==> src/rtl/decode_control_pipe.sv <==
// Registered LEGv8 decode/control stage with valid/ready handshakes,
// immediate generation, illegal-opcode flag and load-use interlock.
module decode_control_pipe #(
  parameter int DATA_WIDTH     = 64,
  parameter int REG_ADDR_WIDTH = 5,
  parameter int ZERO_REG       = 31,
  parameter int LOAD_BUBBLES   = 1
) (
  input  logic                      clock,
  input  logic                      resetN,
  input  logic                      flush,
  input  logic                      instrValid,
  input  logic [31:0]               instruction,
  output logic                      instrReady,
  output logic                      outValid,
  input  logic                      outReady,
  output logic                      unconditionalBranch,
  output logic                      branch,
  output logic                      memRead,
  output logic                      memToReg,
  output logic                      memWrite,
  output logic                      aluSRC,
  output logic                      regWriteFlag,
  output logic                      illegal,
  output logic [3:0]                aluControlCode,
  output logic [REG_ADDR_WIDTH-1:0] readRegister1,
  output logic [REG_ADDR_WIDTH-1:0] readRegister2,
  output logic [REG_ADDR_WIDTH-1:0] writeRegister,
  output logic [DATA_WIDTH-1:0]     immediate
);

  localparam int BW = $clog2(LOAD_BUBBLES + 2);
  localparam int RW = REG_ADDR_WIDTH;

  typedef struct packed {
    logic            ub;
    logic            br;
    logic            mrd;
    logic            m2r;
    logic            mwr;
    logic            asrc;
    logic            rw;
    logic            ill;
    logic [3:0]      alu;
    logic [RW-1:0]   rs1;
    logic [RW-1:0]   rs2;
    logic [RW-1:0]   rd;
    logic [DATA_WIDTH-1:0] imm;
  } bundle_t;

  function automatic logic [RW-1:0] reg_id(input logic [4:0] f);
    logic [31:0] w;
    w = {27'b0, f};
    return w[RW-1:0];
  endfunction

  bundle_t       dec;
  bundle_t       bundle_q, bundle_d;
  logic          out_valid_q, out_valid_d;
  logic          pend_q, pend_d;
  logic [RW-1:0] pend_reg_q, pend_reg_d;
  logic [BW-1:0] bubble_q, bubble_d;
  logic          uses1, uses2, is_ld;
  logic          hazard, can_adv, accept;

  logic [10:0] op11;
  logic [9:0]  op10;
  assign op11 = instruction[31:21];
  assign op10 = instruction[31:22];

  always_comb begin
    dec       = '0;
    dec.rs1   = reg_id(instruction[9:5]);
    dec.rs2   = reg_id(instruction[20:16]);
    dec.rd    = reg_id(instruction[4:0]);
    uses1     = 1'b1;
    uses2     = 1'b0;
    is_ld     = 1'b0;
    unique case (1'b1)
      op11 == 11'b10001011000: begin
        dec.rw = 1'b1; dec.alu = 4'b0010; uses2 = 1'b1;
      end
      op11 == 11'b11001011000: begin
        dec.rw = 1'b1; dec.alu = 4'b0110; uses2 = 1'b1;
      end
      op11 == 11'b10001010000: begin
        dec.rw = 1'b1; dec.alu = 4'b0000; uses2 = 1'b1;
      end
      op11 == 11'b10101010000: begin
        dec.rw = 1'b1; dec.alu = 4'b0001; uses2 = 1'b1;
      end
      op10 == 10'b1001000100: begin
        dec.asrc = 1'b1; dec.rw = 1'b1; dec.alu = 4'b0010;
        dec.imm  = {{(DATA_WIDTH-12){1'b0}}, instruction[21:10]};
      end
      op10 == 10'b1101000100: begin
        dec.asrc = 1'b1; dec.rw = 1'b1; dec.alu = 4'b0110;
        dec.imm  = {{(DATA_WIDTH-12){1'b0}}, instruction[21:10]};
      end
      op11 == 11'b11111000010: begin
        dec.mrd = 1'b1; dec.m2r = 1'b1; dec.asrc = 1'b1;
        dec.rw  = 1'b1; dec.alu = 4'b0010; is_ld = 1'b1;
        dec.imm = {{(DATA_WIDTH-9){instruction[20]}}, instruction[20:12]};
      end
      op11 == 11'b11111000000: begin
        dec.mwr = 1'b1; dec.asrc = 1'b1; dec.alu = 4'b0010;
        dec.rs2 = reg_id(instruction[4:0]); uses2 = 1'b1;
        dec.imm = {{(DATA_WIDTH-9){instruction[20]}}, instruction[20:12]};
      end
      instruction[31:25] == 7'b1011010: begin
        dec.br  = 1'b1; dec.alu = 4'b0111;
        dec.rs2 = reg_id(instruction[4:0]); uses2 = 1'b1;
        dec.imm = {{(DATA_WIDTH-19){instruction[23]}}, instruction[23:5]};
      end
      instruction[31:26] == 6'b000101: begin
        dec.ub  = 1'b1; uses1 = 1'b0;
        dec.imm = {{(DATA_WIDTH-26){instruction[25]}}, instruction[25:0]};
      end
      default: dec.ill = 1'b1;
    endcase
  end

  assign hazard = (LOAD_BUBBLES > 0) && pend_q && instrValid &&
                  ((uses1 && dec.rs1 == pend_reg_q) ||
                   (uses2 && dec.rs2 == pend_reg_q));
  assign can_adv    = !out_valid_q || outReady;
  assign instrReady = resetN && !flush && (bubble_q == '0) &&
                      !hazard && can_adv;
  assign accept     = instrValid && instrReady;

  always_comb begin
    bundle_d    = bundle_q;
    out_valid_d = out_valid_q;
    pend_d      = pend_q;
    pend_reg_d  = pend_reg_q;
    bubble_d    = bubble_q;
    if (flush) begin
      out_valid_d = 1'b0;
      bubble_d    = '0;
      pend_d      = 1'b0;
    end else begin
      if (bubble_q != '0) begin
        bubble_d = bubble_q - BW'(1);
        if (bubble_q == BW'(1)) pend_d = 1'b0;
      end
      if (accept) begin
        bundle_d    = dec;
        out_valid_d = 1'b1;
        pend_d      = (LOAD_BUBBLES > 0) && is_ld &&
                      (dec.rd != RW'(ZERO_REG));
        pend_reg_d  = dec.rd;
      end else if (outReady) begin
        out_valid_d = 1'b0;
      end
      // The hazard cycle itself is the first of the inserted bubbles.
      if (hazard && can_adv && bubble_q == '0) begin
        bubble_d = BW'(LOAD_BUBBLES - 1);
        pend_d   = (LOAD_BUBBLES > 1);
      end
    end
  end

  always_ff @(posedge clock or negedge resetN) begin
    if (!resetN) begin
      bundle_q    <= '0;
      out_valid_q <= 1'b0;
      pend_q      <= 1'b0;
      pend_reg_q  <= '0;
      bubble_q    <= '0;
    end else begin
      bundle_q    <= bundle_d;
      out_valid_q <= out_valid_d;
      pend_q      <= pend_d;
      pend_reg_q  <= pend_reg_d;
      bubble_q    <= bubble_d;
    end
  end

  assign outValid            = out_valid_q;
  assign unconditionalBranch = bundle_q.ub;
  assign branch              = bundle_q.br;
  assign memRead             = bundle_q.mrd;
  assign memToReg            = bundle_q.m2r;
  assign memWrite            = bundle_q.mwr;
  assign aluSRC              = bundle_q.asrc;
  assign regWriteFlag        = bundle_q.rw;
  assign illegal             = bundle_q.ill;
  assign aluControlCode      = bundle_q.alu;
  assign readRegister1       = bundle_q.rs1;
  assign readRegister2       = bundle_q.rs2;
  assign writeRegister       = bundle_q.rd;
  assign immediate           = bundle_q.imm;

endmodule

==> config.mk <==
export PLATFORM = sky130hd
export DESIGN_NAME = decode_control_pipe
export DESIGN_NICKNAME = d
export VERILOG_FILES = /design/src/rtl/decode_control_pipe.sv
export SDC_FILE = /design/constraint.sdc
export NUM_CORES = 1
export LEC_CHECK = 0
export CELL_PAD_IN_SITES_DETAIL_PLACEMENT = 0
export CELL_PAD_IN_SITES_GLOBAL_PLACEMENT = 2
export CORE_AREA = 10 10 119 121
export CTS_BUF_LIST = sky130_fd_sc_hd__clkbuf_8
export CTS_CLUSTER_DIAMETER = 60
export DETAILED_ROUTE_END_ITERATION = 16
export DIE_AREA = 0 0 129 131
export GPL_ROUTABILITY_DRIVEN = 0
export MAX_ROUTING_LAYER = met4
export PLACE_DENSITY = 0.95
export REMOVE_ABC_BUFFERS = 1
export SLEW_MARGIN = 20
export SYNTH_ARGS = -nofsm -noshare
export SYNTH_HDL_FRONTEND = slang
export SYNTH_SLANG_ARGS = --single-unit
==> constraint.sdc <==
create_clock -name clock -period 3.55 [get_ports clock]
set_input_delay 0.355 -clock clock [delete_from_list [all_inputs] [get_ports clock]]
set_output_delay 0.355 -clock clock [all_outputs]
set_load 0.02 [all_outputs]
==> Yosys cells after proc, flatten, opt, wreduce, memory -nomap -nowiden <==
Cells that the tools add are included.
{ "word_totals": {"regBits": 95, "input_bits": 37, "output_inout_bits": 93, "wordCells": 90} }
{ "op_classes": {"n_addsub": 1, "eq_ne": 14, "n_mux": 24, "bitwise_logic": 1, "reduce_logical": 34} }
{ "op_table": {"columns": ["operator", "count"], "rows": [
  ["$pmux W64 S4", 1],
  ["$eq A11 B11 Y1 const B", 6],
  ["$eq A10 B10 Y1 const B", 2],
  ["$mux W1", 17],
  ["$logic_and A1 B1 Y1", 12],
  ["$pmux W3 S4", 1],
  ["$eq A5 B5 Y1", 2],
  ["$reduce_or A10 Y1", 1],
  ["$mux W2", 4],
  ["$reduce_bool A4 Y1", 2],
  ["$reduce_or A2 Y1", 4],
  ["$reduce_or A4 Y1", 2],
  ["$eq A7 B7 Y1 const B", 1],
  ["$reduce_or A7 Y1", 1],
  ["$eq A6 B3 Y1 const B", 1],
  ["$reduce_bool A3 Y1", 2],
  ["$reduce_or A6 Y1", 1],
  ["$mux W5", 1],
  ["$ne A5 B5 Y1 const B", 1],
  ["$reduce_and A2 Y1", 2],
  ["$logic_not A1 Y1", 3],
  ["$eq A2 B1 Y1 const B", 1],
  ["$logic_not A2 Y1", 1],
  ["$logic_or A1 B1 Y1", 2],
  ["other kinds (3)", 3]
]} }

==> Logic depth before layout (Yosys ltp) <==
Gate-level depths: netlist of the first run.
{ "depth": {"ltp_word": 14, "depth_mapped": 10, "depth_no_buf": 7} }

==> Least setup slack after synthesis of the first run <==
No wires, ideal clock.
{ "synth_path": {"path_type": "input-to-reg", "start": "input instruction[23]", "end": "register pend_reg_q[0]", "setup_time_ps": 128, "arrival_ps": 2302, "t_required_ps": 3422, "path_slack_ps": 1120, "cell_stages": 9, "n_path_buf": 3, "path_cell_list": "or4b_1 buf_2 o221ai_1 nand4_1 a211oi_2 a31o_2 buf_6 buf_6 mux2_1"} }
{ "synth_via": {"elab_chain_cells": 12, "word_cells_on_any_way": 18, "cone_classes": "6 x eq/ne; 2 x mux; 10 x reduce/logical"} }
{ "synth_rtl": {"columns": ["item", "line", "source"], "rows": [
  ["from (decl)", "13", "input logic [31:0] instruction,"],
  ["$eq A11 B11 Y1", "105", "op11 == 11'b11111000000: begin"],
  ["$reduce_or A2 Y1 (no source line)", null, null],
  ["$mux W5", "79", "unique case (1'b1)"],
  ["$eq A5 B5 Y1", "125", "(uses2 && dec.rs2 == pend_reg_q));"],
  ["$logic_and A1 B1 Y1 (*)", "125", null],
  ["$logic_or A1 B1 Y1 (*)", "124", "((uses1 && dec.rs1 == pend_reg_q) ||"],
  ["$logic_and A1 B1 Y1 (*)", "123", "assign hazard = (LOAD_BUBBLES > 0) && pend_q && instrValid &&"],
  ["$logic_not A1 Y1 (*)", "128", "!hazard && can_adv;"],
  ["$logic_and A1 B1 Y1 (*)", "127", "assign instrReady = resetN && !flush && (bubble_q == '0) &&"],
  ["$logic_and A1 B1 Y1 (*)", "128", null],
  ["$logic_and A1 B1 Y1 (*)", "129", "assign accept = instrValid && instrReady;"],
  ["$reduce_and A2 Y1 (no source line) (*)", null, null],
  ["to (signal assigned)", "174", "pend_reg_q <= pend_reg_d;"],
  ["to (decl)", "61", "logic [RW-1:0] pend_reg_q, pend_reg_d;"]
]} }
Mark *: on every way between the ends. The rest lies on a longest branch, timed or not.
A chain may end at the register's enable or synchronous reset.

==> Worst setup path after layout of the first run <==
{ "layout_path": {"start": "input instruction[31]", "end": "output instrReady"} }
{ "layout_via": {"elab_chain_cells": 10, "word_cells_on_any_way": 20, "cone_classes": "8 x eq/ne; 3 x mux; 9 x reduce/logical"} }
{ "layout_rtl": {"columns": ["item", "line", "source"], "rows": [
  ["$eq A11 B11 Y1 / $eq A7 B7 Y1 (equally long branches)", "105, 110", null],
  ["$reduce_or A2 Y1 (no source line)", null, null],
  ["$mux W5", "79", null],
  ["$eq A5 B5 Y1", "125", null],
  ["$logic_and A1 B1 Y1", "125", null],
  ["$logic_or A1 B1 Y1 (*)", "124", null],
  ["$logic_and A1 B1 Y1 (*)", "123", null],
  ["$logic_not A1 Y1 (*)", "128", null],
  ["$logic_and A1 B1 Y1 (*)", "127", null],
  ["$logic_and A1 B1 Y1 (*)", "128", null],
  ["to (decl)", "14", "output logic instrReady,"]
]} }
Marked as above.

==> key figures, run 1 <==
Worst setup path
  – R2r worst-path depth: 7
  – Worst Path Buf+Inv: 2
  – Critical-path maximum fanout: 6
  – Crit-path cells: clkdlybuf4s50_1 -> nor4bb_1 -> o311ai_0 -> nand4_1 -> a211oi_2 -> a21oi_1 -> nor2_1 -> a21oi_1 -> clkdlybuf4s50_1
  – Required time worst endpoint: around 3200 ps
  – R2r endpoint: memRead
  – Worst r2r src: pend_reg_q[0]
  – Critical Path Sink Type: output port
  – Worst path arrival time: between 3000 and 4000 ps
  – Critical Path Start Type: primary input
  – CP max stage delay: around 630 ps
  – Worst Path Class, Setup: in -> out
  – Worst path slowest cell: clkdlybuf4s50_1
  – FF-to-FF setup slack: 1030 ps
  – Crit-path leading delay family: buffers and inverters

Timing
  – Final worst path period share: between 90% and 100%
  – Final WS setup: 170 ps
  – Worst-Margin Slew: 970 ps
  – Final TNS setup: 0 ps
  – Fmax achieved: about 0.30 GHz
  – Worst Skew: 7.16 ps
  – Final hold vios: 0
  – Hold_ws: approximately 230 ps
  – RSZ-0062 raised after global routing: no
  – Pins Over Slew Limit: 0
  – Relative slew slack: about a third
  – Min cycle time layout: around 3400 ps
  – Final number of setup-violating endpoints: 0

Synth
  – Largest family of logic cells by synthesized area: compound AO/OA/AOI/OAI gates
  – Seq/Total Area, Yosys: 42.5%
  – Synth Area in Compound Gates: approximately 21%
  – Yosys warns: 0
  – Yosys cell types: 55
  – EDFF count, synth: 0
  – Multiplexer share of the synthesized area: under 10%
  – Async set-reset flop share out of synthesis: 100%
  – Top post-synthesis cells by count: dfrtp_1 (55), buf_4 (40), nand2_1 (40), o21ai_0 (39), a21oi_1 (19)
  – Simple-gate area share of the yosys netlist: about 14%
  – Most common cell in the netlist: dfrtp_1
  – Syn Area/Cell: roughly 9.6 um^2
  – Synth Instances: between 300 and 400
  – Top cells by area, synth: dfrtp_1 (42%), buf_4 (9.3%), o21ai_0 (6.0%), nand2_1 (4.6%), mux2_1 (3.8%)
  – Adder-cell area share of the yosys netlist: 0%
  – Cell Area, Synth: roughly 3200 um^2
  – Yosys top cell by area: dfrtp_1
  – Top-area cell type share of the netlist area: between 40% and 50%
  – Synth Register Bits: 55
  – Post-synth top flop: dfrtp_1
  – Synth Area in XOR/XNOR: 3.24%

Drt
  – Routed vias: about 2900
  – DR WL/cell: slightly below 20 um
  – Remaining DRCs: 0
  – Vias per cell: slightly above 5
  – Iter 0 DRT Violations: roughly 280
  – First-pass DRT Iterations: 4
  – Drt total wl: approximately 11 mm
  – Post-DRT Antenna Nets: 0

Hold path
  – Tightest Hold Check Type: in -> async

Clock network
  – CTS tree: built
  – CTS Buf Count: 5
  – CTS Sinks: 55
  – Max clock buf depth: 2
  – Skew-Pair Late Insertion Delay: 310 ps
  – Hold buffers post-CTS: 0
  – Post-CTS Setup Bufs: 0
  – Clock transition at path regs: ~100 ps
  – Root buf cell: clkbuf_8
  – H-tree levels: 2

Power and ir drop
  – Switching power: between 0.0004 and 0.0005 W
  – VDD IR max: 0.132 mV
  – PD cells: approximately 320 nW/um^2
  – Switching share of power: roughly 30%
  – Internal: ~0.0010 W
  – Gate power share: between 20% and 30%
  – Pleak: roughly 1.8 nW
  – Flop pwr share: 48.3%
  – Clock power share: 25.9%

Die
  – # rows: 40
  – Core area: roughly 12000 um^2
  – Die Y: 131 um
  – I/O pin cnt: 130
  – Die Area: about 17000 um^2
  – Die width: between 100 and 150 um
  – Initial Utilization: between 20% and 30%

Placement
  – Pre-CTS setup slack: between 90 and 100 ps
  – Post-DP HPWL: between 8 and 9 mm
  – I/O Buffers: between 100 and 150

Layout
  – Area grow syn2layout: 40.5%
  – Layout cell share with drive strength beyond 1: about 8.8%
  – Diodes inserted: 0
  – Nets: approximately 470

GRT
  – Initial antenna violation count: 0
  – Total track usage: between 10 and 15%
  – First-pass GRT wire length: 17.4 mm
  – Pin count of the biggest net entering global routing: 56
  – Global route total overflow: 0
  – Vias in the first global route: ~3100

Status
  – Status: completed

Flow run
  – Max cap viols: 0
## worst reg2reg max path, cell delays in order (launching register included)
cell	delay [ps]
dfrtp_1	500
nor2b_1	200
o311ai_0	380
nand4_1	160
a211oi_2	290
a31o_2	250
buf_4	280
mux2_1	350
## worst max path at each step
stage	startpoint	endpoint	slack (ps)	depth (start not counted)
floorplan	immediate[62]	immediate[25]	-1750	0
global placement	instruction[31]	instrReady	160	9
detailed placement	instruction[22]	instrReady	100	9
CTS	instruction[31]	instrReady	90	9
global route	instruction[21]	instrReady	3	9
finish	instruction[31]	instrReady	170	9
## power groups by stage
| stage | clock network [W] | logic, W | registers, W |
|---|---|---|---|
| 4_1_cts | 0.000398 | 0.000382 | 0.000708 |
| 2_1_floorplan | 0 | 0.0000993 | 0.000771 |
| 5_1_grt | 0.000412 | 0.000408 | 0.000714 |
| 6_report | 0.000380 | 0.000379 | 0.000708 |
| 3_3_place_gp | 0 | 0.000377 | 0.000717 |
| 3_5_place_dp | 0 | 0.000380 | 0.000720 |
## kinds of logic after synthesis
family | after synthesis
other | 1
buffers and inverters | 65
AND/OR/NAND/NOR | 85
flip-flops | 55
XOR/XNOR | 12
multiplexers | 19
AO/OA/AOI/OAI | 102
## timing repair
item / in CTS / in global routing
gates resized for setup: 0 / 1
endpoints found under the setup margin: 0 / 1
endpoints found under the hold margin: 0 / 0
## final cells by class
class	instances	area, um^2
flip-flops and latches	55	1380
inverters	4	15.0
clock inverters	1	3.75
well taps	147	184
multi-input cells	219	1450
fillers	1206	7260
clock buffers	7	96.3
repair buffers	146	1420
## cells in the final DEF (no fill, tap or decap), types with 4 or more instances in the layout
cell | Yosys | routed
mux2_1 | 11 | 11
a21oi_1 | 19 | 19
o21ai_0 | 39 | 39
clkbuf_8 | 0 | 7
dfrtp_1 | 55 | 55
xnor2_1 | 7 | 7
inv_1 | 4 | 5
nand4_1 | 4 | 4
xor2_1 | 5 | 5
a221oi_1 | 11 | 11
nor2_1 | 8 | 8
nor3_1 | 4 | 4
a21o_1 | 4 | 4
mux2i_1 | 5 | 5
clkdlybuf4s50_1 | 0 | 127
a22o_1 | 6 | 6
nand2_1 | 40 | 40
buf_4 | 40 | 17
## per-layer routing
layer	track usage (%)	wire length, um
met3	4.39	1070
met1	18.1	5270
met4	2.07	57
met5	-	0
met2	19.5	4800
## flip-flops by register name, indices dropped and copies added, names as in the netlist, 2 cells and up
signal / count
readRegister2: 5
aluControlCode: 3
readRegister1: 5
bubble_q: 2
pend_reg_q: 5
immediate: 26
## metrics by stage
step,util [%],cell area (um^2),total power (W),cells
finish,38.5,4550,0.00147,579
CTS,38.5,4550,0.00149,579
global route,38.5,4550,0.00153,579
floorplan,-,2830,0.000870,278
global placement,37.7,4450,0.00109,571
detailed placement,37.7,4450,0.00110,571
Power figures use the tool's default switching activity.
==> run 2, diff against run 1 <==
- CORE_AREA: 10 10 119 121 -> 10 10 125 116
- DIE_AREA: 0 0 129 131 -> 0 0 135 126
==> key figures, run 2 (synthesis results as in run 1) <==
Clock network
  – Max clock buf depth: 2
  – Skew-Pair Late Insertion Delay: around 320 ps
  – CTS tree: built
  – H-tree levels: 2
  – Post-CTS Setup Bufs: 0
  – # resized after CTS: 0
  – CTS Buf Count: 5
  – Hold buffers post-CTS: 0
  – Root buf cell: clkbuf_8
  – Clock transition at path regs: about 110 ps
  – CTS Sinks: 55

Placement
  – Pre-CTS setup slack: between 100 and 150 ps
  – I/O Buffers: 128
  – Post-DP HPWL: about 8.5 mm
  – Post-DP Area: roughly 4500 um^2

Layout
  – Area grow syn2layout: 41.0%
  – Fin util: between 30% and 40%
  – Layout cell share with drive strength beyond 1: around 9%
  – Commonest non-fill, non-tap cells in the layout: clkdlybuf4s50_1 (126), dfrtp_1 (55), nand2_1 (40), o21ai_0 (39), a21oi_1 (19)
  – Nets: about 470
  – Register Area: 1380 um^2
  – Design Area, Final: roughly 4600 um^2
  – Diodes inserted: 0
  – Most common cell after layout, fill and taps aside: clkdlybuf4s50_1
  – Fillers: ~1200
  – Area of the multi-input gates: approximately 1500 um^2
  – Max reg flops: 26

Die
  – Core area: 11800 um^2
  – Die Area: 17000 um^2
  – Die Y: 126 um
  – # rows: 38
  – Initial Utilization: a little over a quarter
  – Die width: between 100 and 150 um
  – I/O pin cnt: between 100 and 150

Timing
  – Fmax achieved: around 0.33 GHz
  – Final number of setup-violating endpoints: 0
  – Worst Skew: ~10 ps
  – RSZ-0062 raised after global routing: no
  – Final worst path period share: 85.8%
  – Final TNS setup: 0 ps
  – Final hold vios: 0
  – Hold_ws: about 230 ps
  – Worst-Margin Slew: roughly 1000 ps
  – Min cycle time layout: roughly 3000 ps
  – Pins Over Slew Limit: 0
  – Final WS setup: between 500 and 600 ps
  – Relative slew slack: 33.3%

Flow run
  – Max cap viols: 0

Worst setup path
  – Worst Path Class, Setup: in -> out
  – Crit-path cells: clkdlybuf4s50_1 -> or4bb_4 -> o221ai_1 -> nand4_1 -> a211oi_2 -> a21oi_1 -> nor2_1 -> a21oi_1 -> dlymetal6s2s_1
  – Crit-path leading delay family: simple AND/OR/NAND/NOR gates
  – Critical-path maximum fanout: 6
  – Critical Path Sink Type: output port
  – Worst path arrival time: 2690 ps
  – Worst Path Buf+Inv: 2
  – Worst path slowest cell: or4bb_4
  – CP max stage delay: around 630 ps
  – Required time worst endpoint: roughly 3200 ps
  – Critical Path Start Type: primary input
  – Most used cell, CP: a21oi_1

Status
  – Status: completed

Power and ir drop
  – VDD IR max: ~0.16 mV
  – Internal: between 0.0009 and 0.001 W
  – Pleak: 1.78 nW
  – Switching share of power: around a third
  – Clock power share: 26.0%
  – Gate power share: about 26%
  – Flop pwr share: a little under half
  – PD cells: around 320 nW/um^2
  – Switching power: approximately 0.00047 W

Drt
  – Iter 0 DRT Violations: between 150 and 200
  – DR WL/cell: about 19 um
  – Drt total wl: about 11 mm
  – First-pass DRT Iterations: 4
  – Remaining DRCs: 0
  – Post-DRT Antenna Nets: 0
  – Routed vias: just under 3000
  – Vias per cell: approximately 5

GRT
  – Global route total overflow: 0
  – Vias in the first global route: between 3000 and 4000
  – Initial antenna violation count: 0
  – Pin count of the biggest net entering global routing: 56
  – First-pass GRT wire length: 17.6 mm
  – Total track usage: 13.1%

Hold path
  – Tightest Hold Check Type: in -> async
[run 2: cell count changes in the layout (fill, tap and decap cells not counted), sizes merged]
cell and delta:
clkbuf -2, clkdlybuf4s50 -1, dlymetal6s2s +1, buf -2
clkinv +2
[run 2: path summary, 6_finish.rpt]
check,slack (ps),end,cells past startpoint,start
max,500,instrReady,9,instruction[24]
min,230,immediate[7],2,resetN
max reg2reg,1120,readRegister1[3],7,pend_reg_q[0]
min reg2reg,480,bubble_q[0],1,bubble_q[0]
max in group asynchronous,2830,memRead,2,resetN
min in group clock,480,bubble_q[0],1,bubble_q[0]
[run 2: worst register-to-register path, delay by kind of cell (launching register included)]
family / cells / cell delay (ps)
AO/OA/AOI/OAI: 3 / 870
flip-flops: 1 / 500
multiplexers: 1 / 390
AND/OR/NAND/NOR: 2 / 350
buffers and inverters: 1 / 230
[run 2: layer usage]
metal / global-route usage (%) / vias to the layer above / wire length [um]
li1: - / 1368 / -
met1: 18.5 / 1402 / 5450
met5: - / - / 0
met3: 3.78 / 7 / 973
met2: 18.4 / 140 / 4620
met4: 2.22 / 0 / 55
[run 2: final cells by class]
type / instances / area share, %
clock buffers: 5 / 1.51
multi-input cells: 219 / 31.9
clock inverters: 3 / 0.630
inverters: 4 / 0.328
well taps: 160 / 4.38
flip-flops and latches: 55 / 30.1
repair buffers: 144 / 31.2
[run 2: stage by stage]
stage | total power, W | instances
floorplan | 0.000870 | 278
global placement | 0.00109 | 582
detailed placement | 0.00110 | 582
CTS | 0.00148 | 590
global route | 0.00154 | 590
finish | 0.00147 | 590
[run 2: power by group through the flow]
stage                     Sequential (W)  Clock [W]  Combinational, W
after CTS                       0.000704   0.000392          0.000383
final                           0.000704   0.000382          0.000380
after floorplan                 0.000771          0         0.0000993
after global routing            0.000711   0.000418          0.000408
after global placement          0.000714          0          0.000378
after detailed placement        0.000717          0          0.000381
==> run 3, diff against run 2 <==
- HOLD_SLACK_MARGIN: default -> 0.05
==> results of run 3 <==
The final DEF is identical to that of run 2; final timing and power are the same.
